## config.mk

```make
export PLATFORM = sky130hd
export DESIGN_NAME = crash_sequencer_flat
export DESIGN_NICKNAME = d
export VERILOG_FILES = /design/src/rtl/crash_seq_pkg.sv /design/src/rtl/crash_seq_if.sv /design/src/rtl/crash_seq_sample_timer.sv /design/src/rtl/crash_sequencer.sv /design/src/flat_wrapper.sv
export SDC_FILE = /design/constraint.sdc
export NUM_CORES = 1
export LEC_CHECK = 0
export ABC_AREA = 1
export BUFFER_PORTS_ARGS = -buffer_cell sky130_fd_sc_hd__buf_2
export CORE_MARGIN = 2
export CORE_UTILIZATION = 45
export DETAILED_ROUTE_END_ITERATION = 6
export PLACE_DENSITY_LB_ADDON = 0.25
export SYNTH_ARGS = -nofsm -noshare
export SYNTH_HDL_FRONTEND = slang
export SYNTH_SLANG_ARGS = --single-unit
```

## constraint.sdc

```tcl
create_clock -name clk -period 2.5 [get_ports clk]
set_clock_uncertainty 0.15 [all_clocks]
set_input_delay 0.25 -clock clk [delete_from_list [all_inputs] [get_ports clk]]
set_output_delay 0.25 -clock clk [all_outputs]
set_load 0.02 [all_outputs]
```

## src/rtl/crash_seq_pkg.sv

```systemverilog
// crash_sequencer shared types and default timing.
// Sample counts assume the 48 kHz enable.
package crash_seq_pkg;

  localparam int CRSH_W = 4;
  localparam int HOLD_SAMPLES_DEF = 480;
  localparam int DECAY_STEP_SAMPLES_DEF = 1200;

  typedef enum logic [1:0] {
    IDLE  = 2'd0,
    HOLD  = 2'd1,
    DECAY = 2'd2
  } crash_state_t;

endpackage

```

## src/rtl/crash_seq_if.sv

```systemverilog
// Request/level inputs and drive outputs of the crash sequencer.
// master = request side, slave = sequencer.
interface crash_seq_if #(
  parameter int NUM_REQ = 3
) ();
  import crash_seq_pkg::*;

  localparam int SW = (NUM_REQ > 1) ? $clog2(NUM_REQ) : 1;

  logic [NUM_REQ-1:0]        req;
  logic [CRSH_W*NUM_REQ-1:0] req_level;
  logic [NUM_REQ-1:0]        grant;
  logic [CRSH_W-1:0]         crsh;
  logic                      busy;
  logic [SW-1:0]             active_src;

  modport master (
    output req, req_level,
    input  grant, crsh, busy, active_src
  );

  modport slave (
    input  req, req_level,
    output grant, crsh, busy, active_src
  );

endinterface

```

## src/rtl/crash_seq_sample_timer.sv

```systemverilog
// Loadable down-counter stepped by the sample enable.
// done fires on the tick that expires the loaded count.
module sample_timer #(
  parameter int W = 8
) (
  input  logic         clk,
  input  logic         reset,
  input  logic         tick_i,
  input  logic         load_i,
  input  logic [W-1:0] load_val_i,
  output logic         done_o
);

  logic [W-1:0] cnt_q, cnt_d;

  always_comb begin
    cnt_d = cnt_q;
    if (load_i)
      cnt_d = load_val_i;
    else if (tick_i && cnt_q != '0)
      cnt_d = cnt_q - W'(1);
  end

  always_ff @(posedge clk) begin
    if (reset) cnt_q <= '0;
    else       cnt_q <= cnt_d;
  end

  assign done_o = tick_i && (cnt_q == W'(1));

endmodule

```

## src/rtl/crash_sequencer.sv

```systemverilog
// Arbitrates crash requests and shapes strike/hold/decay of crsh.
// State advances only on 48 kHz ticks; request capture runs every clk.
module crash_sequencer
  import crash_seq_pkg::*;
#(
  parameter int NUM_REQ            = 3,
  parameter int HOLD_SAMPLES       = HOLD_SAMPLES_DEF,
  parameter int DECAY_STEP_SAMPLES = DECAY_STEP_SAMPLES_DEF
) (
  input logic       clk,
  input logic       reset,
  input logic       clk_en_48KHz,
  crash_seq_if.slave bus
);

  localparam int SW = (NUM_REQ > 1) ? $clog2(NUM_REQ) : 1;
  localparam int TMAX = (HOLD_SAMPLES > DECAY_STEP_SAMPLES) ?
                        HOLD_SAMPLES : DECAY_STEP_SAMPLES;
  localparam int TW = $clog2(TMAX + 1);

  crash_state_t state_q, state_d;
  logic [NUM_REQ-1:0] req_q, pending_q, pending_d;
  logic [NUM_REQ-1:0] edge_v, clr, grant_q, grant_d;
  logic [CRSH_W-1:0]  lvl_q [NUM_REQ];
  logic [CRSH_W-1:0]  lvl_d [NUM_REQ];
  logic [CRSH_W-1:0]  crsh_q, crsh_d, win_lvl;
  logic [SW-1:0]      src_q, src_d, win;
  logic               any, ld, done;
  logic [TW-1:0]      ld_val;

  // New edges win over a same-cycle grant clear.
  always_comb begin
    edge_v = bus.req & ~req_q;
    pending_d = (pending_q & ~clr) | edge_v;
    lvl_d = lvl_q;
    for (int i = 0; i < NUM_REQ; i++)
      if (edge_v[i]) lvl_d[i] = bus.req_level[CRSH_W*i +: CRSH_W];
  end

  always_comb begin
    win = '0;
    for (int i = NUM_REQ - 1; i >= 0; i--)
      if (pending_q[i]) win = SW'(i);
    any = |pending_q;
    win_lvl = lvl_q[win];
  end

  sample_timer #(.W(TW)) u_timer (
    .clk        (clk),
    .reset      (reset),
    .tick_i     (clk_en_48KHz),
    .load_i     (ld),
    .load_val_i (ld_val),
    .done_o     (done)
  );

  always_comb begin
    state_d = state_q;
    crsh_d  = crsh_q;
    grant_d = '0;
    src_d   = src_q;
    clr     = '0;
    ld      = 1'b0;
    ld_val  = TW'(HOLD_SAMPLES);
    if (clk_en_48KHz) begin
      unique case (state_q)
        IDLE: begin
          if (any) begin
            grant_d[win] = 1'b1;
            clr[win]     = 1'b1;
            src_d        = win;
            if (win_lvl != '0) begin
              crsh_d  = win_lvl;
              ld      = 1'b1;
              state_d = HOLD;
            end
          end
        end
        HOLD, DECAY: begin
          if (any && win_lvl > crsh_q) begin
            grant_d[win] = 1'b1;
            clr[win]     = 1'b1;
            src_d        = win;
            crsh_d       = win_lvl;
            ld           = 1'b1;
            state_d      = HOLD;
          end else if (done && state_q == HOLD) begin
            ld      = 1'b1;
            ld_val  = TW'(DECAY_STEP_SAMPLES);
            state_d = DECAY;
          end else if (done && crsh_q != '0) begin
            crsh_d = crsh_q - CRSH_W'(1);
            if (crsh_q == CRSH_W'(1)) begin
              state_d = IDLE;
            end else begin
              ld     = 1'b1;
              ld_val = TW'(DECAY_STEP_SAMPLES);
            end
          end
        end
        default: state_d = IDLE;
      endcase
    end
  end

  always_ff @(posedge clk) begin
    if (reset) begin
      state_q   <= IDLE;
      crsh_q    <= '0;
      grant_q   <= '0;
      src_q     <= '0;
      req_q     <= '0;
      pending_q <= '0;
      for (int i = 0; i < NUM_REQ; i++) lvl_q[i] <= '0;
    end else begin
      state_q   <= state_d;
      crsh_q    <= crsh_d;
      grant_q   <= grant_d;
      src_q     <= src_d;
      req_q     <= bus.req;
      pending_q <= pending_d;
      for (int i = 0; i < NUM_REQ; i++) lvl_q[i] <= lvl_d[i];
    end
  end

  assign bus.grant      = grant_q;
  assign bus.crsh       = crsh_q;
  assign bus.busy       = (state_q != IDLE);
  assign bus.active_src = src_q;

endmodule

```

## src/flat_wrapper.sv

```systemverilog
// flat-port wrapper written by rule: the top's interface ports become plain ports
module crash_sequencer_flat import crash_seq_pkg::*;
#(
  parameter int NUM_REQ            = 3,
  parameter int HOLD_SAMPLES       = HOLD_SAMPLES_DEF,
  parameter int DECAY_STEP_SAMPLES = DECAY_STEP_SAMPLES_DEF
)
  (clk, reset, clk_en_48KHz, bus_req, bus_req_level, bus_grant, bus_crsh, bus_busy, bus_active_src);
  crash_seq_if #(.NUM_REQ(NUM_REQ)) bus_i ();
  input logic clk;
  input logic reset;
  input logic clk_en_48KHz;
  input wire logic [$bits(bus_i.req)-1:0] bus_req;
  input wire logic [$bits(bus_i.req_level)-1:0] bus_req_level;
  output wire logic [$bits(bus_i.grant)-1:0] bus_grant;
  output wire logic [$bits(bus_i.crsh)-1:0] bus_crsh;
  output wire logic [$bits(bus_i.busy)-1:0] bus_busy;
  output wire logic [$bits(bus_i.active_src)-1:0] bus_active_src;
  assign bus_i.req = bus_req;
  assign bus_i.req_level = bus_req_level;
  assign bus_grant = bus_i.grant;
  assign bus_crsh = bus_i.crsh;
  assign bus_busy = bus_i.busy;
  assign bus_active_src = bus_i.active_src;
  crash_sequencer #(.NUM_REQ(NUM_REQ), .HOLD_SAMPLES(HOLD_SAMPLES), .DECAY_STEP_SAMPLES(DECAY_STEP_SAMPLES)) u_core (.clk(clk), .reset(reset), .clk_en_48KHz(clk_en_48KHz), .bus(bus_i));
endmodule
```

==> flow_summary.json, run 1 <==
{
  "clk_pin_slew_ps": 90,
  "drt-total-wl_um": 4550,
  "antenna_found_initial": 0,
  "r2r_start": "u_core.pending_q[1]$_SDFF_PP0_",
  "ys_seq_area_frac": 0.353,
  "hold_end": "u_core.req_q[0]$_SDFF_PP0_",
  "crit_fanout": 7,
  "ys_ff_latch": 40,
  "fin_util": 0.544,
  "slew-limit-headroom": 0.580,
  "die_w_um": 75.0,
  "htree_levels": 2,
  "dr.first_iter.drc_count": 98,
  "max_freq_mhz": 431,
  "power.density_nw_per_um2": 1120,
  "worst_path_max_delay_cell": "dfxtp_4",
  "setup_slack_ps": 180,
  "place_ws_ps": 18.2,
  "hp-start": "bus_req[0]",
  "die-height_um": 75.0,
  "hold_viol_final": 0,
  "rr_worst_depth": 18,
  "root_buffer": "clkbuf_8",
  "numCtsBuffers": 5,
  "dieArea_um2": 5620,
  "row_count": 25,
  "p_leak_nw": 1.25,
  "area_delta_synth_final_pct": 15.0,
  "setup_viol": 0,
  "crit_chain": "nor2_4, nand2_4, inv_4, nand2_1, nand2_2, inv_1, ha_1, nand2_1, nor2_1, nor2_1, nand2_2, nand2_2, nor2_1, nor2_1, nand2_2, inv_2, o21ai_1, a21oi_1",
  "yosys_warnings": 0,
  "ys.flop_type": "dfxtp_1",
  "cts_buffer_depth": 2,
  "min_path_cells": 3,
  "maxSlewViolCount": 0,
  "grt.total_usage": 0.179,
  "synth_top_area_share": 0.353,
  "cts_tree": "built",
  "gp_congestion": 0.860,
  "ant_nets": 0,
  "vias": 2004,
  "insertedDiodeCount": 0,
  "grt_pass1_wl_um": 7800,
  "grt-ovfl-total": 0,
  "synth_top_area_cell": "dfxtp_1",
  "finalPower_mw": 2.92,
  "startpoint_type": "flop",
  "syn_area_um2": 2270,
  "rsz0062_at_grt": "yes",
  "r2r_end": "u_core.bus.crsh[3]$_SDFFE_PP0P_",
  "cp_num_buf_inv": 3,
  "drc": 0,
  "syn_nets": 344,
  "routedWlPerCell_um": 11.0,
  "synth_edf_count": 0,
  "crit_type": "reg -> reg",
  "rrSetupSlack_ps": 180,
  "io_pins": 28,
  "synth.most_common_cell": "nor2_1",
  "max_cap_viol_count": 0,
  "synth.distinct_cells": 35,
  "hpwl_um": 3500,
  "synthTopCellsByArea": "dfxtp_1 35%, nor2_1 8.4%, nand2_1 7.8%",
  "synthTopCellsByCount": "51 x nor2_1, 47 x nand2_1, 40 x dfxtp_1, 35 x inv_1",
  "ir_drop_uv": 418,
  "io_buffers": 27,
  "worst_pin_slew_ps": 630,
  "cp.required_ps": 2590,
  "timing.final.crit_period_ps": 2320,
  "avgSynthCellArea_um2": 7.22,
  "fin_crit_sh": 0.928,
  "post_dp_cell_area_um2": 2470,
  "grt_pass1_vias": 1790,
  "drive_gt1_frac": 0.228,
  "crit_family": "simple AND/OR/NAND/NOR gates",
  "grt_max_degree": 24,
  "cpPeakStageDelay_ps": 380,
  "clock-sinks": 40,
  "start_util": 0.473,
  "hold_path_class": "in -> reg",
  "firstDrtPassIters": 4,
  "outcome": "completed",
  "synth-async-reset-ratio": 0,
  "core_area_um2": 4790,
  "design_area_um2": 2610,
  "clk_latency_ps": 300,
  "fillers": 472,
  "syn_inst": 314,
  "avgViaCountPerCell": 4.85,
  "cp.arrival_ps": 2410,
  "worst_hold_slack_ps": 15.4,
  "cp-end-kind": "flop",
  "num-nets-final": 375
}
kinds of logic (layout without fill, tap and decap cells):
group / Yosys count / after routing / synth area share
DFF: 40 / 40 / 0.353
adders and majority gates: 12 / 12 / 0.0663
AOI/OAI and AO/OA: 55 / 55 / 0.133
xor gates and xnor gates: 9 / 9 / 0.0348
buffers and inverters: 43 / 75 / 0.0762
and+or+nand+nor: 155 / 155 / 0.337
placed cells by master (no fill, tap or decap), types with 2 or more instances in the layout:
cell,count
a21oi_1,19
a31oi_1,2
buf_2,27
buf_4,2
clkbuf_8,5
dfxtp_1,38
ha_1,12
inv_1,35
inv_2,2
nand2_1,44
nand2_2,16
nand2_4,3
nand3_1,18
nand3_2,4
nand3b_1,2
nand4_1,2
nor2_1,51
nor2_2,4
nor2_4,2
nor3_1,3
nor3_2,2
o21ai_0,17
o21ai_1,12
xnor2_1,3
xor2_1,6
timing repair:
item / CTS / global route
gates cloned: 0 / 0
pin swaps: 0 / 2
hold buffers: 0 / 0
resized for setup: 1 / 7
setup endpoints to repair: 1 / 20
buffers inserted: 0 / 0
where the power goes:
part	leakage (nW)	internal (mW)	switching, mW	total (mW)
registers	0.331	0.783	0.127	0.910
clock network	0.0548	0.301	0.241	0.541
logic	0.860	0.555	0.912	1.47
registers in the layout, summed over array words and instances, names as in the netlist:
signal,cells
u_core.bus.crsh,4
u_core.pending_q,3
u_core.lvl_q,12
u_core.bus.grant,3
u_core.bus.active_src,2
u_core.u_timer.cnt_q,11
u_core.req_q,3
u_core.state_q,2
worst reg2reg max path, cell delays in order, from the launching register on:
cell and delay [ps]:
dfxtp_4 380, nor2_4 120, nand2_4 90, inv_4 80
nand2_1 60, nand2_2 100, inv_1 50, ha_1 260
nand2_1 70, nor2_1 40, nor2_1 110, nand2_2 100
nand2_2 130, nor2_1 60, nor2_1 110, nand2_2 120
inv_2 70, o21ai_1 50, a21oi_1 130
per-layer routing:
| layer | up-vias | routed length [µm] | track usage |
|---|---|---|---|
| met5 | - | 0 | 0 |
| met2 | 37 | 1970 | 0.266 |
| met3 | 4 | 177 | 0.0361 |
| met4 | 0 | 42 | 0.0556 |
| li1 | 1070 | - | - |
| met1 | 893 | 2360 | 0.260 |
how the worst max path moves through the flow:
stage               depth (start not counted)  slack (ps)                                     to                           start
finish                                     18         180        u_core.bus.crsh[3]$_SDFFE_PP0P_  u_core.pending_q[1]$_SDFF_PP0_
global route                               18          -9        u_core.bus.crsh[3]$_SDFFE_PP0P_  u_core.pending_q[1]$_SDFF_PP0_
CTS                                        16          40        u_core.bus.crsh[3]$_SDFFE_PP0P_  u_core.pending_q[0]$_SDFF_PP0_
detailed placement                         16          20        u_core.bus.crsh[3]$_SDFFE_PP0P_  u_core.pending_q[1]$_SDFF_PP0_
global placement                           17          80  u_core.u_timer.cnt_q[10]$_SDFFE_PP0P_  u_core.pending_q[1]$_SDFF_PP0_
floorplan                                  18         240  u_core.bus.active_src[0]$_SDFFE_PP0P_  u_core.pending_q[1]$_SDFF_PP0_
metrics by stage:
| step | TNS (ps) | std cells |
|---|---|---|
| floorplan | 0 | 314 |
| global placement | 0 | 405 |
| detailed placement | 0 | 405 |
| CTS | 0 | 413 |
| global route | -9.06 | 413 |
| finish | 0 | 413 |
final cells by class:
cell class	instances	area, µm²	share of cell area
Multi-Input combinational cell	231	1310	0.501
Sequential cell	40	806	0.309
Timing Repair Buffer	29	150	0.0576
Inverter	38	145	0.0557
Tap cell	67	83.8	0.0322
Clock buffer	5	68.8	0.0264
Clock inverter	3	46.3	0.0178
Power figures use the tool's default switching activity.
==> run 2, diff against run 1 <==
--- a/config.mk
+++ b/config.mk
@@ -11,6 +11,7 @@
 export CORE_UTILIZATION = 45
 export DETAILED_ROUTE_END_ITERATION = 6
 export PLACE_DENSITY_LB_ADDON = 0.25
+export SETUP_SLACK_MARGIN = 0.2
 export SYNTH_ARGS = -nofsm -noshare
 export SYNTH_HDL_FRONTEND = slang
 export SYNTH_SLANG_ARGS = --single-unit
==> run 2 against run 1 <==
  * Die area is the same
  * Register-to-register slack gained 20 ps
  * Critical endpoint is now u_core.u_timer.cnt_q[1]$_SDFFE_PP0P_
  * Worst hold slack lost 1.6 ps
  * Non-clock buffer count grew 11
  * Critical path depth is the same
  * Sequential power grew 0.5%
  * Fmax grew 0.66%
  * Clock power grew 0.9%
==> flow_summary.json, run 2 (synthesis gave the netlist of run 1 again) <==
{
  "clock-sinks": 40,
  "hpwl_um": 3500,
  "startpoint": "u_core.pending_q[0]$_SDFF_PP0_",
  "avgViaCountPerCell": 4.90,
  "fin_crit_sh": 0.922,
  "cpPeakStageDelay_ps": 380,
  "crit_chain": "nor2_4, nand2_4, inv_6, nand2_4, nand2_4, inv_2, ha_4, nand2_2, nor2_1, nor2_1, nand2_2, nand3_2, nand2_2, nand2_4, nand2_8, buf_12, nand2_8, a21oi_2",
  "start_util": 0.473,
  "final_cell_mix": "50 x nor2_1, 38 x dfxtp_1, 36 x nand2_1",
  "grt.total_usage": 0.195,
  "num-nets-final": 387,
  "cp.required_ps": 2580,
  "cts_tree": "built",
  "grt_pass1_vias": 1925,
  "setup_viol": 0,
  "hold_viol_final": 0,
  "firstDrtPassIters": 4,
  "ir_drop_uv": 425,
  "crit_fanout": 6,
  "grt-ovfl-total": 0,
  "insertedDiodeCount": 0,
  "htree_levels": 2,
  "dr.first_iter.drc_count": 83,
  "numCtsBuffers": 5,
  "startpoint_type": "flop",
  "max_cap_viol_count": 0,
  "clk_latency_ps": 300,
  "fin_util": 0.601,
  "core_area_um2": 4790,
  "drt-total-wl_um": 5040,
  "slew-limit-headroom": 0.498,
  "clk_pin_slew_ps": 80,
  "antenna_found_initial": 0,
  "cp-end-kind": "flop",
  "routedWlPerCell_um": 11.9,
  "cp.arrival_ps": 2390,
  "drc": 0,
  "maxSlewViolCount": 0,
  "r2r_start": "u_core.pending_q[0]$_SDFF_PP0_",
  "worst_pin_slew_ps": 752,
  "fillers": 423,
  "crit_type": "reg -> reg",
  "largest_register": "u_core.lvl_q",
  "vias": 2084,
  "seq_area_um2": 808,
  "cts_buffer_depth": 2,
  "p_leak_nw": 1.36,
  "io_buffers": 27,
  "hp-start": "bus_req[0]",
  "grt_pass1_wl_um": 8510,
  "ant_nets": 0,
  "crit_path_frequent_cell": "nand2_4",
  "grt_max_degree": 24,
  "largest_register_ffs": 12,
  "multi_input_area_um2": 1470,
  "min_path_cells": 3,
  "max_freq_mhz": 434,
  "die-height_um": 75.0,
  "timing.final.crit_period_ps": 2310,
  "power.density_nw_per_um2": 1100,
  "finalSetupTns_ps": 0,
  "row_count": 25,
  "io_pins": 28,
  "hold_path_class": "in -> reg",
  "gp_congestion": 0.860,
  "rr_worst_depth": 18,
  "worst_path_max_delay_cell": "dfxtp_4",
  "area_delta_synth_final_pct": 26.9,
  "dieArea_um2": 5620,
  "root_buffer": "clkbuf_8",
  "rsz0062_at_grt": "yes",
  "drive_gt1_frac": 0.310,
  "layout_commonest_cell": "nor2_1",
  "outcome": "completed",
  "die_w_um": 75.0
}
run 2: worst max-delay path, delay by kind of cell (launching register included):
family | cells | cell delay [ps]
simple gates | 13 | 1080
compound gates | 1 | 130
buf+inv | 3 | 260
flops | 1 | 380
fa+ha+maj | 1 | 250
run 2: power breakdown:
| group | total [mW] | switching, mW | internal, mW |
|---|---|---|---|
| logic | 1.69 | 1.02 | 0.669 |
| clock network | 0.546 | 0.245 | 0.301 |
| registers | 0.915 | 0.132 | 0.783 |
| total | 3.15 | 1.40 | 1.75 |
run 2: worst paths after layout:
kind / slack, ps / end
worst min register to register: 310 / u_core.lvl_q[6]$_SDFFE_PP0P_
worst min-delay path: 10 / u_core.req_q[0]$_SDFF_PP0_
worst max register to register: 190 / u_core.u_timer.cnt_q[1]$_SDFFE_PP0P_
worst max-delay path: 190 / u_core.u_timer.cnt_q[1]$_SDFFE_PP0P_
run 2: final cells by class:
cell class                      instances  area share
Inverter                               38      0.0531
Clock inverter                          3      0.0161
Sequential cell                        40       0.281
Tap cell                               67      0.0291
Clock buffer                            5      0.0239
Timing Repair Buffer                   40      0.0853
Multi-Input combinational cell        232       0.512
run 2: what timing repair did:
| action | 4_1_cts | 5_1_grt |
|---|---|---|
| resized for setup | 20 | 22 |
| setup buffers | 9 | 2 |
| hold buffers | 0 | 0 |
| endpoints found under the setup margin | 22 | 22 |
| cloned | 1 | 0 |
| pin swaps | 12 | 9 |
run 2: stage by stage:
| stage | worst slack [ps] | hold slack, ps | std cells | instance area [µm²] | power [mW] |
|---|---|---|---|---|---|
| 2_1_floorplan | 239 | 169 | 314 | 2270 | 2.07 |
| 4_1_cts | 203 | 11.6 | 423 | 2750 | 3.02 |
| 6_report | 195 | 13.8 | 425 | 2880 | 3.15 |
| 5_1_grt | 52.1 | 20.9 | 425 | 2880 | 3.42 |
| 3_3_place_gp | 83.2 | 301 | 405 | 2470 | 2.34 |
| 3_5_place_dp | 18.2 | 299 | 405 | 2470 | 2.36 |
run 2: routing by layer:
| layer | up-vias | GRT usage | share of wire |
|---|---|---|---|
| met5 | - | 0 | 0 |
| met4 | 0 | 0.0575 | 0.0095 |
| met3 | 6 | 0.0361 | 0.037 |
| met2 | 43 | 0.300 | 0.46 |
| met1 | 941 | 0.278 | 0.50 |
| li1 | 1094 | - | - |
==> run 3, diff against run 2 <==
--- a/config.mk
+++ b/config.mk
@@ -8,7 +8,7 @@
 export ABC_AREA = 1
 export BUFFER_PORTS_ARGS = -buffer_cell sky130_fd_sc_hd__buf_2
 export CORE_MARGIN = 2
-export CORE_UTILIZATION = 45
+export CORE_UTILIZATION = 35
 export DETAILED_ROUTE_END_ITERATION = 6
 export PLACE_DENSITY_LB_ADDON = 0.25
 export SETUP_SLACK_MARGIN = 0.2
==> run 3 against run 2 <==
  * Register-to-register slack worse by 60 ps
  * Worst hold slack better by 5.1 ps
  * Sequential power about the same
  * Largest cell class unchanged
==> flow_summary.json, run 3 (synthesis gave the netlist of run 1 again) <==
{
  "outcome": "completed",
  "routed-wl-met2_um": 2510,
  "top_layer": "met4",
  "grt.total_usage": 0.150,
  "cts_tree": "built",
  "rsz0062_at_grt": "yes",
  "grt-ovfl-total": 0,
  "die_w_um": 84.5,
  "max_cap_viol_count": 0,
  "fin_crit_sh": 0.944,
  "seqPwrFrac": 0.290,
  "pwr-share-clk": 0.176,
  "num-nets-final": 392,
  "startpoint_type": "flop",
  "final_cell_mix": "48 x nor2_1, 39 x nand2_1, 38 x dfxtp_1",
  "ir_drop_uv": 467,
  "place_ws_ps": -47.0,
  "crit_path_frequent_cell": "nand2_2",
  "crit_chain": "buf_4, nand3_1, nand3_2, nand2_2, ha_1, nand2_2, nor2_2, nor2_1, nand2_2, nand3_2, nand2_2, nand2_4, nand2_4, nand2_2, nand2_1, nor2_1, nor2_1",
  "power_frac_comb": 0.534,
  "antenna_found_initial": 0,
  "worst_pin_slew_ps": 668,
  "die-height_um": 84.5,
  "crit_type": "reg -> reg",
  "grt_pass1_vias": 1953,
  "hold_path_class": "in -> reg",
  "p_int_mw": 1.76,
  "drive_gt1_frac": 0.311,
  "io_buffers": 27,
  "switching_power_mw": 1.40,
  "ant_nets": 0,
  "largest_register_ffs": 12,
  "maxSlewViolCount": 0,
  "cts_buffer_depth": 2,
  "grt_max_degree": 24,
  "p_leak_nw": 1.36,
  "setup_slack_ps": 139,
  "largest_register": "u_core.lvl_q",
  "insertedDiodeCount": 0,
  "worst_path_max_delay_cell": "dfxtp_4",
  "routed-wl-met3_um": 122,
  "slew-limit-headroom": 0.554,
  "power.density_nw_per_um2": 1110,
  "fillers": 661,
  "cp.required_ps": 2540,
  "post_dp_cell_area_um2": 2510,
  "htree_levels": 2,
  "hpwl_um": 3750,
  "cpPeakStageDelay_ps": 410,
  "instances_no_fill": 440,
  "clk_latency_ps": 300,
  "setup_viol": 0,
  "design_area_um2": 2860,
  "cp-end-kind": "flop",
  "gp_congestion": 0.769,
  "grt_pass1_wl_um": 8690,
  "clock-sinks": 40,
  "cts_hold_buf": 0,
  "max_freq_mhz": 424,
  "p_sw_frac": 0.444,
  "row_count": 29,
  "cp.arrival_ps": 2400,
  "worst_hold_slack_ps": 18.9,
  "timing.final.crit_period_ps": 2360,
  "root_buffer": "clkbuf_8",
  "dp.cells": 418,
  "finalPower_mw": 3.16,
  "core_area_um2": 6310,
  "start_util": 0.359,
  "dieArea_um2": 7130,
  "firstDrtPassIters": 7,
  "area_delta_synth_final_pct": 26.1,
  "routedWlPerCell_um": 12.0,
  "avgViaCountPerCell": 4.73,
  "clk_pin_slew_ps": 90,
  "layout_commonest_cell": "nor2_1",
  "crit_fanout": 6,
  "drt-met1-wl_um": 2590,
  "dr.first_iter.drc_count": 71,
  "hold_viol_final": 0,
  "vias": 2079,
  "drc": 0,
  "numCtsBuffers": 5,
  "io_pins": 28,
  "drt-total-wl_um": 5280
}
run 3: cell count changes in the layout (fill, tap and decap cells not counted), moves of 2 or more:
cell,previous run,this run
nor2_2,5,7
buf_4,12,17
nand2_1,36,39
nand3_4,2,0
nor2_1,50,48
nand2_4,10,5
nand2_2,17,20
run 3: critical path, delay by kind of cell (launching register included):
kind,cells,cell delay [ps]
simple gates,15,1290
fa+ha+maj,1,280
buf+inv,1,130
flops,1,410
run 3: cell type report:
cell class	instances	area [µm²]	share of cell area
clock inverter	3	46.3	0.0162
multi-input combinational	232	1410	0.495
clock buffer	5	68.8	0.0241
tap	77	96.3	0.0337
sequential	40	808	0.283
timing repair buffer	45	274	0.0959
inverter	38	150	0.0526
run 3: stage by stage:
| step | setup TNS [ps] | util |
|---|---|---|
| floorplan | 0 | - |
| detailed placement | -105 | 0.397 |
| global placement | 0 | 0.397 |
| finish | 0 | 0.452 |
| global route | 0 | 0.452 |
| CTS | 0 | 0.431 |
run 3: path summary, 6_finish.rpt:
path	from	end	slack, ps	depth (start not counted)
worst max-delay path	u_core.pending_q[1]$_SDFF_PP0_	u_core.u_timer.cnt_q[8]$_SDFFE_PP0P_	140	17
worst min-delay path	bus_req[0]	u_core.req_q[0]$_SDFF_PP0_	20	3
worst max register to register	u_core.pending_q[1]$_SDFF_PP0_	u_core.u_timer.cnt_q[8]$_SDFFE_PP0P_	140	17
worst min register to register	u_core.lvl_q[4]$_SDFFE_PP0P_	u_core.lvl_q[4]$_SDFFE_PP0P_	320	2
run 3: repair_timing:
item                                    CTS  global route
buffers inserted                          8             5
endpoints found under the setup margin   24            24
pin swaps                                14            12
gates resized for setup                  11            21
cloned                                    1             0
run 3: routing by layer:
metal | global-route usage | up-vias
met4 | 0.0433 | 0
li1 | - | 1108
met5 | 0 | -
met1 | 0.200 | 941
met3 | 0.0275 | 5
met2 | 0.248 | 25
run 3: power groups by stage:
stage	combinational (mW)	clock [mW]	sequential [mW]
floorplan	1.14	0	0.934
global placement	1.45	0	0.927
detailed placement	1.47	0	0.928
CTS	1.53	0.578	0.916
global route	1.90	0.602	0.940
finish	1.69	0.555	0.917
